## src/rtl/wb_select_pipe_pkg.sv

```systemverilog
// wb_select_pipe_pkg
//   Shared encodings for the writeback-select stage: load-size codes,
//   candidate source indices and the hard-wired zero register number.
package wb_select_pipe_pkg;

  typedef enum logic [1:0] {
    LD_BYTE  = 2'd0,
    LD_HALF  = 2'd1,
    LD_WORD  = 2'd2,
    LD_DWORD = 2'd3
  } ld_size_e;

  localparam int WB_ALU = 0;
  localparam int WB_MEM = 1;
  localparam int WB_PC4 = 2;
  localparam int WB_IMM = 3;

  // x0 is hard-wired to zero; writes to it are dropped.
  localparam int REG_ZERO = 0;

endpackage

```

## src/rtl/wb_select_pipe_if.sv

```systemverilog
// wb_select_pipe_if
//   Bundles the writeback-select request, pipeline controls and
//   register-file write results.
//   master : drives requests/controls (decode side), sees results
//   slave  : the wb_select_pipe stage itself
//   Request : in_valid, src_data, wb_sel, ld_size, ld_unsigned, ld_offset,
//             reg_write, rd_addr
//   Control : stall, flush
//   Result  : rf_we, rf_waddr, rf_wdata, out_valid, misalign, sel_err
interface wb_select_pipe_if #(
  parameter int DATA_W  = 32,
  parameter int NUM_SRC = 4,
  parameter int RADDR_W = 5
);
  localparam int SEL_W = $clog2(NUM_SRC);
  localparam int OFF_W = $clog2(DATA_W / 8);

  logic                      in_valid;
  logic [NUM_SRC*DATA_W-1:0] src_data;
  logic [SEL_W-1:0]          wb_sel;
  logic [1:0]                ld_size;
  logic                      ld_unsigned;
  logic [OFF_W-1:0]          ld_offset;
  logic                      reg_write;
  logic [RADDR_W-1:0]        rd_addr;
  logic                      stall;
  logic                      flush;

  logic                      rf_we;
  logic [RADDR_W-1:0]        rf_waddr;
  logic [DATA_W-1:0]         rf_wdata;
  logic                      out_valid;
  logic                      misalign;
  logic                      sel_err;

  modport master (
    output in_valid, src_data, wb_sel, ld_size, ld_unsigned, ld_offset,
           reg_write, rd_addr, stall, flush,
    input  rf_we, rf_waddr, rf_wdata, out_valid, misalign, sel_err
  );

  modport slave (
    input  in_valid, src_data, wb_sel, ld_size, ld_unsigned, ld_offset,
           reg_write, rd_addr, stall, flush,
    output rf_we, rf_waddr, rf_wdata, out_valid, misalign, sel_err
  );

endinterface

```

## src/rtl/wb_select_pipe_load_extend.sv

```systemverilog
// load_extend
//   Combinational load formatter: picks the byte/half/word/dword lane
//   addressed by offset, sign- or zero-extends it to DATA_W and flags
//   misaligned or unsupported sizes (result forced to 0 in that case).
//   data        in  : full memory word
//   ld_size     in  : LD_BYTE/LD_HALF/LD_WORD/LD_DWORD
//   ld_unsigned in  : 1 zero-extend, 0 sign-extend
//   offset      in  : low address bits
//   ext_data    out : extended lane
//   misalign    out : misaligned access or dword on a 32-bit datapath
module load_extend
  import wb_select_pipe_pkg::*;
#(
  parameter int DATA_W = 32,
  localparam int OFF_W = $clog2(DATA_W / 8)
) (
  input  logic [DATA_W-1:0] data,
  input  logic [1:0]        ld_size,
  input  logic              ld_unsigned,
  input  logic [OFF_W-1:0]  offset,
  output logic [DATA_W-1:0] ext_data,
  output logic              misalign
);

  localparam bit HAS_DWORD = (DATA_W == 64);

  logic [DATA_W-1:0] shifted;
  logic [DATA_W-1:0] lane;
  logic [DATA_W-1:0] fill;
  logic              sbit;

  always_comb begin
    // Byte-granular shift lines the addressed lane up at bit 0; for
    // aligned halves/words this equals selecting lane offset/2 or offset/4.
    shifted  = data >> {offset, 3'b000};
    lane     = '0;
    fill     = '0;
    sbit     = 1'b0;
    misalign = 1'b0;
    case (ld_size)
      LD_BYTE: begin
        lane = DATA_W'(shifted[7:0]);
        sbit = shifted[7];
        fill = ~DATA_W'(8'hFF);
      end
      LD_HALF: begin
        misalign = offset[0];
        lane     = DATA_W'(shifted[15:0]);
        sbit     = shifted[15];
        fill     = ~DATA_W'(16'hFFFF);
      end
      LD_WORD: begin
        misalign = (offset[1:0] != 2'b00);
        lane     = DATA_W'(shifted[31:0]);
        sbit     = shifted[31];
        // On a 32-bit datapath this is all zeros: nothing to extend.
        fill     = ~DATA_W'(32'hFFFF_FFFF);
      end
      default: begin
        misalign = !HAS_DWORD || (offset != '0);
        lane     = shifted;
      end
    endcase
    if (misalign)
      ext_data = '0;
    else
      ext_data = lane | ((sbit && !ld_unsigned) ? fill : '0);
  end

endmodule

```

## src/rtl/wb_select_pipe.sv

```systemverilog
// wb_select_pipe
//   Two-stage writeback select. Stage 1 captures the request verbatim;
//   stage 2 selects one of NUM_SRC candidates, formats memory loads and
//   registers the register-file write (enable, address, data) plus status.
//   clock in : rising-edge clock
//   reset in : synchronous active-high reset, clears every register
//   bus   slave modport of wb_select_pipe_if (request, stall/flush, results)
//   Priority per edge: reset > flush > stall > advance.
module wb_select_pipe
  import wb_select_pipe_pkg::*;
#(
  parameter int DATA_W  = 32,
  parameter int NUM_SRC = 4,
  parameter int MEM_IDX = WB_MEM,
  parameter int RADDR_W = 5
) (
  input logic            clock,
  input logic            reset,
  wb_select_pipe_if.slave bus
);

  localparam int SEL_W = $clog2(NUM_SRC);
  localparam int OFF_W = $clog2(DATA_W / 8);
  // Only when the select field can encode more values than sources exist
  // is an out-of-range select possible.
  localparam bit SEL_CAN_ERR = ((2 ** SEL_W) > NUM_SRC);

  // Stage 1: captured request
  logic                      s1_valid;
  logic [NUM_SRC*DATA_W-1:0] s1_src;
  logic [SEL_W-1:0]          s1_sel;
  logic [1:0]                s1_size;
  logic                      s1_uns;
  logic [OFF_W-1:0]          s1_off;
  logic                      s1_rw;
  logic [RADDR_W-1:0]        s1_rd;

  // Stage 2: registered outputs
  logic                      r_valid;
  logic                      r_we;
  logic [RADDR_W-1:0]        r_waddr;
  logic [DATA_W-1:0]         r_wdata;
  logic                      r_mis;
  logic                      r_err;

  logic [DATA_W-1:0]         src_word;
  logic                      is_mem;
  logic                      sel_bad;
  logic [DATA_W-1:0]         le_data;
  logic                      le_mis;
  logic [DATA_W-1:0]         nxt_data;
  logic                      nxt_mis;
  logic                      nxt_err;
  logic                      nxt_we;

  always_comb begin
    src_word = '0;
    for (int i = 0; i < NUM_SRC; i++) begin
      if (s1_sel == SEL_W'(i))
        src_word = s1_src[i*DATA_W +: DATA_W];
    end
  end

  generate
    if (SEL_CAN_ERR) begin : g_sel_chk
      assign sel_bad = (s1_sel >= SEL_W'(NUM_SRC));
    end else begin : g_sel_full
      assign sel_bad = 1'b0;
    end
  endgenerate

  assign is_mem = (s1_sel == SEL_W'(MEM_IDX));

  load_extend #(.DATA_W(DATA_W)) u_load_extend (
    .data        (src_word),
    .ld_size     (s1_size),
    .ld_unsigned (s1_uns),
    .offset      (s1_off),
    .ext_data    (le_data),
    .misalign    (le_mis)
  );

  always_comb begin
    nxt_data = src_word;
    if (sel_bad)
      nxt_data = '0;
    else if (is_mem)
      nxt_data = le_data;
  end

  // Status flags describe a real instruction, so bubbles never raise them.
  assign nxt_mis = s1_valid && is_mem && le_mis;
  assign nxt_err = s1_valid && sel_bad;
  assign nxt_we  = s1_valid && s1_rw && (s1_rd != RADDR_W'(REG_ZERO))
                   && !nxt_mis && !nxt_err;

  always_ff @(posedge clock) begin
    if (reset) begin
      s1_valid <= 1'b0;
      s1_src   <= '0;
      s1_sel   <= '0;
      s1_size  <= '0;
      s1_uns   <= 1'b0;
      s1_off   <= '0;
      s1_rw    <= 1'b0;
      s1_rd    <= '0;
      r_valid  <= 1'b0;
      r_we     <= 1'b0;
      r_waddr  <= '0;
      r_wdata  <= '0;
      r_mis    <= 1'b0;
      r_err    <= 1'b0;
    end else if (bus.flush) begin
      // Only validity and status are killed; data/address may stay stale.
      s1_valid <= 1'b0;
      r_valid  <= 1'b0;
      r_we     <= 1'b0;
      r_mis    <= 1'b0;
      r_err    <= 1'b0;
    end else if (!bus.stall) begin
      s1_valid <= bus.in_valid;
      s1_src   <= bus.src_data;
      s1_sel   <= bus.wb_sel;
      s1_size  <= bus.ld_size;
      s1_uns   <= bus.ld_unsigned;
      s1_off   <= bus.ld_offset;
      s1_rw    <= bus.reg_write;
      s1_rd    <= bus.rd_addr;
      r_valid  <= s1_valid;
      r_we     <= nxt_we;
      r_waddr  <= s1_rd;
      r_wdata  <= nxt_data;
      r_mis    <= nxt_mis;
      r_err    <= nxt_err;
    end
  end

  assign bus.rf_we     = r_we;
  assign bus.rf_waddr  = r_waddr;
  assign bus.rf_wdata  = r_wdata;
  assign bus.out_valid = r_valid;
  assign bus.misalign  = r_mis;
  assign bus.sel_err   = r_err;

endmodule

```

## src/flat_wrapper.sv

```systemverilog
// flat-port wrapper written by rule: the top's interface ports become plain ports
module wb_select_pipe_flat import wb_select_pipe_pkg::*;
#(
  parameter int DATA_W  = 32,
  parameter int NUM_SRC = 4,
  parameter int MEM_IDX = WB_MEM,
  parameter int RADDR_W = 5
)
  (clock, reset, bus_in_valid, bus_src_data, bus_wb_sel, bus_ld_size, bus_ld_unsigned, bus_ld_offset, bus_reg_write, bus_rd_addr, bus_stall, bus_flush, bus_rf_we, bus_rf_waddr, bus_rf_wdata, bus_out_valid, bus_misalign, bus_sel_err);
  wb_select_pipe_if #(.DATA_W(DATA_W), .NUM_SRC(NUM_SRC), .RADDR_W(RADDR_W)) bus_i ();
  input logic clock;
  input logic reset;
  input wire logic [$bits(bus_i.in_valid)-1:0] bus_in_valid;
  input wire logic [$bits(bus_i.src_data)-1:0] bus_src_data;
  input wire logic [$bits(bus_i.wb_sel)-1:0] bus_wb_sel;
  input wire logic [$bits(bus_i.ld_size)-1:0] bus_ld_size;
  input wire logic [$bits(bus_i.ld_unsigned)-1:0] bus_ld_unsigned;
  input wire logic [$bits(bus_i.ld_offset)-1:0] bus_ld_offset;
  input wire logic [$bits(bus_i.reg_write)-1:0] bus_reg_write;
  input wire logic [$bits(bus_i.rd_addr)-1:0] bus_rd_addr;
  input wire logic [$bits(bus_i.stall)-1:0] bus_stall;
  input wire logic [$bits(bus_i.flush)-1:0] bus_flush;
  output wire logic [$bits(bus_i.rf_we)-1:0] bus_rf_we;
  output wire logic [$bits(bus_i.rf_waddr)-1:0] bus_rf_waddr;
  output wire logic [$bits(bus_i.rf_wdata)-1:0] bus_rf_wdata;
  output wire logic [$bits(bus_i.out_valid)-1:0] bus_out_valid;
  output wire logic [$bits(bus_i.misalign)-1:0] bus_misalign;
  output wire logic [$bits(bus_i.sel_err)-1:0] bus_sel_err;
  assign bus_i.in_valid = bus_in_valid;
  assign bus_i.src_data = bus_src_data;
  assign bus_i.wb_sel = bus_wb_sel;
  assign bus_i.ld_size = bus_ld_size;
  assign bus_i.ld_unsigned = bus_ld_unsigned;
  assign bus_i.ld_offset = bus_ld_offset;
  assign bus_i.reg_write = bus_reg_write;
  assign bus_i.rd_addr = bus_rd_addr;
  assign bus_i.stall = bus_stall;
  assign bus_i.flush = bus_flush;
  assign bus_rf_we = bus_i.rf_we;
  assign bus_rf_waddr = bus_i.rf_waddr;
  assign bus_rf_wdata = bus_i.rf_wdata;
  assign bus_out_valid = bus_i.out_valid;
  assign bus_misalign = bus_i.misalign;
  assign bus_sel_err = bus_i.sel_err;
  wb_select_pipe #(.DATA_W(DATA_W), .NUM_SRC(NUM_SRC), .MEM_IDX(MEM_IDX), .RADDR_W(RADDR_W)) u_core (.clock(clock), .reset(reset), .bus(bus_i));
endmodule
```

## config.mk

```make
export PLATFORM = sky130hd
export DESIGN_NAME = wb_select_pipe_flat
export DESIGN_NICKNAME = d
export VERILOG_FILES = /design/src/rtl/wb_select_pipe_pkg.sv /design/src/rtl/wb_select_pipe_if.sv /design/src/rtl/wb_select_pipe_load_extend.sv /design/src/rtl/wb_select_pipe.sv /design/src/flat_wrapper.sv
export SDC_FILE = /design/constraint.sdc
export NUM_CORES = 1
export LEC_CHECK = 0
export BUFFER_PORTS_ARGS = -buffer_cell sky130_fd_sc_hd__buf_4
export CORE_MARGIN = 3
export CORE_UTILIZATION = 49
export CTS_CLUSTER_DIAMETER = 80
export DETAILED_ROUTE_END_ITERATION = 10
export PLACE_DENSITY = 0.76
export SYNTH_ARGS = -nofsm -noshare
export SYNTH_HDL_FRONTEND = slang
export SYNTH_SLANG_ARGS = --single-unit
```

## constraint.sdc

```tcl
create_clock -name clock -period 2.23 [get_ports clock]
set_clock_uncertainty 0.05 [all_clocks]
set_input_delay 0.1115 -clock clock [delete_from_list [all_inputs] [get_ports clock]]
set_output_delay 0.1115 -clock clock [all_outputs]
set_load 0.02 [all_outputs]
```

==> results of run 1 <==
==> flip-flops by register name, indices dropped and copies added, names as in the netlist, 2 cells and up <==
name / cells
u_core.bus.rf_waddr: 5
u_core.bus.rf_wdata: 32
u_core.s1_off: 2
u_core.s1_rd: 5
u_core.s1_sel: 2
u_core.s1_size: 2
u_core.s1_src: 128
==> worst max path at each step <==
stage / depth (start not counted) / slack (ns) / startpoint / to
floorplan: 7 / 0.07 / u_core.s1_sel[0]$_SDFFE_PP0P_ / u_core.bus.rf_wdata[4]$_SDFFE_PP0P_
global placement: 6 / -0.005 / u_core.s1_sel[0]$_SDFFE_PP0P_ / u_core.bus.rf_wdata[25]$_SDFFE_PP0P_
detailed placement: 6 / -0.09 / u_core.s1_sel[0]$_SDFFE_PP0P_ / u_core.bus.rf_wdata[26]$_SDFFE_PP0P_
CTS: 7 / -0.006 / u_core.s1_sel[0]$_SDFFE_PP0P_ / u_core.bus.rf_wdata[4]$_SDFFE_PP0P_
global route: 9 / -0.14 / u_core.s1_sel[0]$_SDFFE_PP0P_ / u_core.bus.rf_wdata[13]$_SDFFE_PP0P_
finish: 8 / -0.06 / u_core.s1_sel[0]$_SDFFE_PP0P_ / u_core.bus.rf_wdata[2]$_SDFFE_PP0P_
==> through the flow <==
step | power [mW] | setup slack (ns) | hold slack, ns | TNS [ns] | util
2_1_floorplan | 4.072 | 0.06526 | 0.1408 | 0 | -
3_3_place_gp | 4.549 | -0.004772 | 0.3032 | -0.02889 | 0.6183
3_5_place_dp | 4.559 | -0.08958 | 0.3036 | -0.6852 | 0.6183
4_1_cts | 7.913 | -0.005680 | 0.4037 | -0.005680 | 0.7516
5_1_grt | 8.249 | -0.1447 | 0.4200 | -0.8368 | 0.7685
6_report | 8.023 | -0.05891 | 0.4027 | -0.2214 | 0.7685
==> cell families after synthesis <==
kind of cell	count (synthesis)	synth area share
AND/OR/NAND/NOR	362	0.1840
AO/OA/AOI/OAI	237	0.1803
flip-flops	182	0.4569
buffers and inverters	84	0.04612
multiplexers	76	0.1323
other	1	0.0004702
==> metal layers <==
| layer | vias up | wire length [um] | global-route usage |
|---|---|---|---|
| met5 | - | 0 | 0 |
| met4 | 0 | 1541 | 0.1497 |
| met3 | 93 | 2779 | 0.07515 |
| met2 | 520 | 15000 | 0.5657 |
| met1 | 4110 | 11920 | 0.4198 |
| li1 | 3940 | - | - |
==> worst max-delay path, cell delays in order, from the launching register on <==
cell and delay [ns]:
dfxtp_4 0.38, buf_12 0.11, buf_12 0.11, buf_12 0.17, mux2i_2 0.29, mux2i_1 0.17, mux4_2 0.48, a221oi_1 0.30
nor3_1 0.08
==> where the power goes <==
part,switching [mW],leakage [nW],internal [mW],total [mW]
combinational,0.613,3.05,0.680,1.29
clock,1.40,0.295,1.80,3.20
sequential,0.135,1.49,3.39,3.53
total,2.15,4.84,5.88,8.02
==> layout make-up <==
class	count	area, um^2
Clock inverter	14	191.4
Inverter	4	15.01
Clock buffer	18	429.2
Timing Repair Buffer	392	3446
Sequential cell	182	3649
Multi-Input combinational cell	676	4205
Fill cell	1028	3677
Antenna cell	1	2.502
Tap cell	216	270.3
==> repair_timing <==
| action | CTS | global route |
|---|---|---|
| pin swaps | 0 | 4 |
| setup endpoints to repair | 13 | 30 |
| setup buffers | 1 | 7 |
| gates resized for setup | 8 | 45 |
| hold buffers | 145 | 0 |
| hold endpoints to repair | 147 | 0 |
==> layout by cell type, fill, tap and decap left out, types with 3 or more instances in the layout <==
master / count
a221o_1: 8
inv_6: 4
nand2b_1: 3
o21ai_0: 9
buf_4: 233
mux2i_1: 24
nand3_1: 4
a221oi_1: 5
nor2_1: 21
nand2_1: 293
a21oi_1: 159
a211o_1: 8
and3_1: 8
buf_6: 4
o22ai_1: 15
clkinvlp_4: 3
buf_12: 10
mux2_2: 5
mux4_2: 23
mux2i_4: 10
bufinv_16: 3
nor3_1: 14
clkbuf_16: 17
dfxtp_1: 180
nor2b_1: 3
mux2i_2: 14
a221oi_2: 9
inv_1: 3
a211oi_1: 7
dlygate4sd3_1: 145
==> flow_summary.yaml, run 1 <==
routing:
  drtAntennaViolNets: 0
  drt-total-wl_um: 31240
  drt-initial-drc-count: 791
  remaining_drc_errors: 0
  via_per_inst: 5.764
  wire_per_inst_um: 20.78
  dr.pass1.iters: 7
  vias: 8663
yosys:
  yosysWarnings: 0
  yosysMostFrequentCell: "nand2_1"
  synthArstFlopShare: 0
  synth_top_cell_by_area: "dfxtp_1"
  synth-edff-count: 0
  ys.flop_type: "dfxtp_1"
  ys_top_cells_by_area: "dfxtp_1 46%, nand2_1 14%, a21oi_1 10%"
  yosysSeqAreaShare: 0.4569
  synth_cell_types: 49
  yosysTopAreaCellShare: 0.4569
  syn-cell-area_mm2: 0.007975
  synth_common_cells: "293 x nand2_1, 182 x dfxtp_1, 159 x a21oi_1"
  synth_fp_nets: 1088
  syn-instance-count: 942
  ys_ff_latch: 182
  synth.avg_cell_area_um2: 8.466
power:
  ir_drop_v: 0.0005335
  power_density_mw_per_mm2: 657.2
  p_leak_nw: 4.835
hold_path:
  hold_path_depth: 2
  worstHoldStart: "u_core.s1_src[71]$_SDFFE_PP0P_"
  hold_class: "flip-flop to flip-flop"
  worstHoldEndpoint: "u_core.s1_src[71]$_SDFFE_PP0P_"
die:
  start_util: 0.5020
  num_rows: 46
  die_h_um: 133.6
  fp.dieW_um: 133.6
  num_io_pins: 187
  fp.dieArea_mm2: 0.01784
  core_area_mm2: 0.01589
sta:
  slew_headroom: 0.5544
  worst_slew_pin_slew_ns: 0.6659
  fin_crit_ns: 2.289
  rsz0062_at_grt: "true"
  setup_slack_ns: -0.05891
  drv_slew: 0
  timing.fmax_mhz: 436.9
  setup_viol: 5
  fin_crit_sh: 1.026
  hold_viol_final: 0
critical_path:
  r2r_end: "u_core.bus.rf_wdata[2]$_SDFFE_PP0P_"
  cp_max_fo: 11
  r2r-start: "u_core.s1_sel[0]$_SDFFE_PP0P_"
  start_kind: "flip-flop"
  cp-end-kind: "flip-flop"
  worst-setup-path-type: "flip-flop to flip-flop"
  worst_ep_arrival_time_ns: 2.53
  reg2reg_slack_ns: -0.06
  cp.required_ns: 2.47
  reg2reg_depth: 8
clocking:
  htreeDepth: 4
  cts_buffer_depth: 2
  cts_tree: "built"
  clk_pin_slew_ns: 0.07
  cts_sinks: 182
  worstSkewPairLatency_ns: 0.43
  numCtsBuffers: 17
  cts_root_buffer: "clkbuf_16"
placement:
  gp_congestion: 0.9799
  dp.cells: 1318
  hpwlAfterDp_um: 19110
  placed_cell_area_mm2: 0.009822
  portBuffers: 185
job:
  cap_viol_max_count: 0
grt:
  globalRoute.totalOverflow: 0
  grt_pass1_wl_um: 46770
  grt.total_usage: 0.3379
  antenna_found_initial: 1
  grt_max_degree: 131
  grt_pass1_vias: 8549
cells_and_area:
  stdcell_area_mm2: 0.01221
  instances_no_fill: 1503
  area_growth_pct: 53.08
  finalNetCount: 1419
  drive_above_1_share: 0.2776
status:
  status: "finished with violations"
  failed_checks: "negative setup slack"
Power figures use the tool's default switching activity.
==> inputs of run 2 (changes only) <==
--- a/config.mk
+++ b/config.mk
@@ -7,10 +7,10 @@
 export LEC_CHECK = 0
 export BUFFER_PORTS_ARGS = -buffer_cell sky130_fd_sc_hd__buf_4
 export CORE_MARGIN = 3
-export CORE_UTILIZATION = 49
+export CORE_UTILIZATION = 47
 export CTS_CLUSTER_DIAMETER = 80
 export DETAILED_ROUTE_END_ITERATION = 10
-export PLACE_DENSITY = 0.76
+export PLACE_DENSITY = 0.73
 export SYNTH_ARGS = -nofsm -noshare
 export SYNTH_HDL_FRONTEND = slang
 export SYNTH_SLANG_ARGS = --single-unit
==> run 2 against run 1 <==
  * The flow still finishes with violations (negative setup slack)
  * Cell area down 1.7%
  * Utilization shrank 2.9 points
  * Wire length fell by 6.7%
  * First-iteration DRC count shrank 8.1%
  * Critical path depth shrank 1
  * Critical path type unchanged
  * Critical endpoint is now u_core.bus.rf_wdata[5]$_SDFFE_PP0P_
  * Largest cell class unchanged
==> flow_summary.yaml, run 2 (same netlist as run 1, synthesis figures left out) <==
status:
  status: "finished with violations"
  failed_checks: "negative setup slack"
cells_and_area:
  stdcell_area_mm2: 0.01201
  final_cell_mix: "293 x nand2_1, 225 x buf_4, 179 x dfxtp_1"
  top_register: "u_core.s1_src"
  finalNetCount: 1407
  area_growth_pct: 50.53
  final_common_cell: "nand2_1"
  largest_register_ffs: 128
  drive_above_1_share: 0.2622
routing:
  dr.pass1.iters: 6
  wire_per_inst_um: 19.54
  remaining_drc_errors: 0
  via_per_inst: 5.600
  drt-initial-drc-count: 727
  vias: 8349
  drt-total-wl_um: 29130
  drtAntennaViolNets: 0
grt:
  antenna_found_initial: 1
  grt_pass1_wl_um: 43260
  grt.total_usage: 0.3035
  grt_max_degree: 111
  grt_util_met2: 0.5058
  globalRoute.totalOverflow: 0
  busiest_layer: "met2"
  gr-usage-met1: 0.3863
  grt_pass1_vias: 7994
  use_met3: 0.06292
die:
  core_area_mm2: 0.01623
  num_rows: 46
  fp.dieW_um: 136.3
  num_io_pins: 187
  start_util: 0.4914
  fp.dieArea_mm2: 0.01857
  die_h_um: 136.3
critical_path:
  worst_ep_arrival_time_ns: 2.49
  cp.required_ns: 2.46
  worst-setup-path-type: "flip-flop to flip-flop"
  r2r_end: "u_core.bus.rf_wdata[5]$_SDFFE_PP0P_"
  worstSetupStartpoint: "u_core.s1_sel[0]$_SDFFE_PP0P_"
  reg2reg_depth: 7
  cp-end-kind: "flip-flop"
  reg2reg_slack_ns: -0.03
  cp_max_fo: 11
  start_kind: "flip-flop"
  r2r-start: "u_core.s1_sel[0]$_SDFFE_PP0P_"
sta:
  hold_viol_final: 0
  fin_crit_ns: 2.259
  rsz0062_at_grt: "true"
  setup_slack_ns: -0.02856
  drv_slew: 0
  whs_ns: 0.01538
  setup_viol: 2
  timing.fmax_mhz: 442.8
  fin_crit_sh: 1.013
  slew_headroom: 0.4781
  worst_slew_pin_slew_ns: 0.7829
placement:
  gp_congestion: 0.9788
  placed_cell_area_mm2: 0.009729
  portBuffers: 185
  hpwlAfterDp_um: 18640
power:
  power_density_mw_per_mm2: 641.5
  p_total_mw: 7.702
  ir_drop_v: 0.0005484
  p_leak_nw: 4.747
clocking:
  cts_tree: "built"
  htreeDepth: 4
  cts_buffer_depth: 2
  cts_sinks: 182
  numCtsBuffers: 17
  clk_pin_slew_ns: 0.06
  worstSkewPairLatency_ns: 0.42
  cts_root_buffer: "clkbuf_16"
hold_path:
  hold_class: "input pin to flip-flop"
  worstHoldEndpoint: "u_core.s1_src[23]$_SDFFE_PP0P_"
  hold_path_depth: 3
  worstHoldStart: "bus_src_data[23]"
job:
  cap_viol_max_count: 0
run 2: per-stage QoR:
step	util	setup slack (ns)	setup TNS (ns)	std cells
6_report	0.7397	-0.02856	-0.03907	1491
2_1_floorplan	-	0.06526	0	942
3_3_place_gp	0.5994	-0.1204	-0.1204	1309
3_5_place_dp	0.5994	-0.1406	-0.1406	1309
4_1_cts	0.7254	0.002031	0	1486
5_1_grt	0.7397	-0.1228	-0.2425	1491
run 2: layer usage:
| layer | part of all wire | up-vias |
|---|---|---|
| met2 | 0.49 | 417 |
| li1 | - | 3914 |
| met1 | 0.40 | 3939 |
| met4 | 0.038 | 0 |
| met5 | 0 | - |
| met3 | 0.078 | 79 |
run 2: what timing repair did:
item	CTS	global route
hold buffers	144	0
hold endpoints to repair	148	0
gates resized for setup	3	36
endpoints found under the setup margin	2	22
setup buffers	1	4
run 2: how the worst max path moves through the flow:
stage                                                 endpoint  slack, ns  depth (start not counted)
after floorplan            u_core.bus.rf_wdata[4]$_SDFFE_PP0P_       0.07                          7
after global routing       u_core.bus.rf_wdata[5]$_SDFFE_PP0P_      -0.12                          7
after CTS                  u_core.bus.rf_wdata[5]$_SDFFE_PP0P_      0.002                          7
after detailed placement  u_core.bus.rf_wdata[11]$_SDFFE_PP0P_      -0.14                          6
final                      u_core.bus.rf_wdata[5]$_SDFFE_PP0P_      -0.03                          7
after global placement    u_core.bus.rf_wdata[11]$_SDFFE_PP0P_      -0.12                          6
run 2: area by class of cell:
cell class | instances | area [um^2]
fill | 1168 | 4225
antenna | 1 | 2.502
sequential | 182 | 3650
tap | 216 | 270.3
clock inverter | 6 | 65.06
multi-input combinational | 676 | 4169
inverter | 4 | 15.01
clock buffer | 26 | 509.2
timing repair buffer | 380 | 3324
run 2: critical path, stage by stage, from the launching register on:
cell and delay (ns):
dfxtp_4 0.42, buf_12 0.14, buf_12 0.15, mux2i_1 0.37
mux2i_1 0.19, mux4_2 0.50, a221oi_2 0.22, nor3_1 0.07
run 2: report_power, final:
part / switching [mW] / internal (mW) / total [mW] / leakage, nW
registers: 0.128 / 3.40 / 3.52 / 1.49
clock network: 1.24 / 1.69 / 2.93 / 0.281
logic: 0.588 / 0.661 / 1.25 / 2.98
total: 1.95 / 5.75 / 7.70 / 4.75
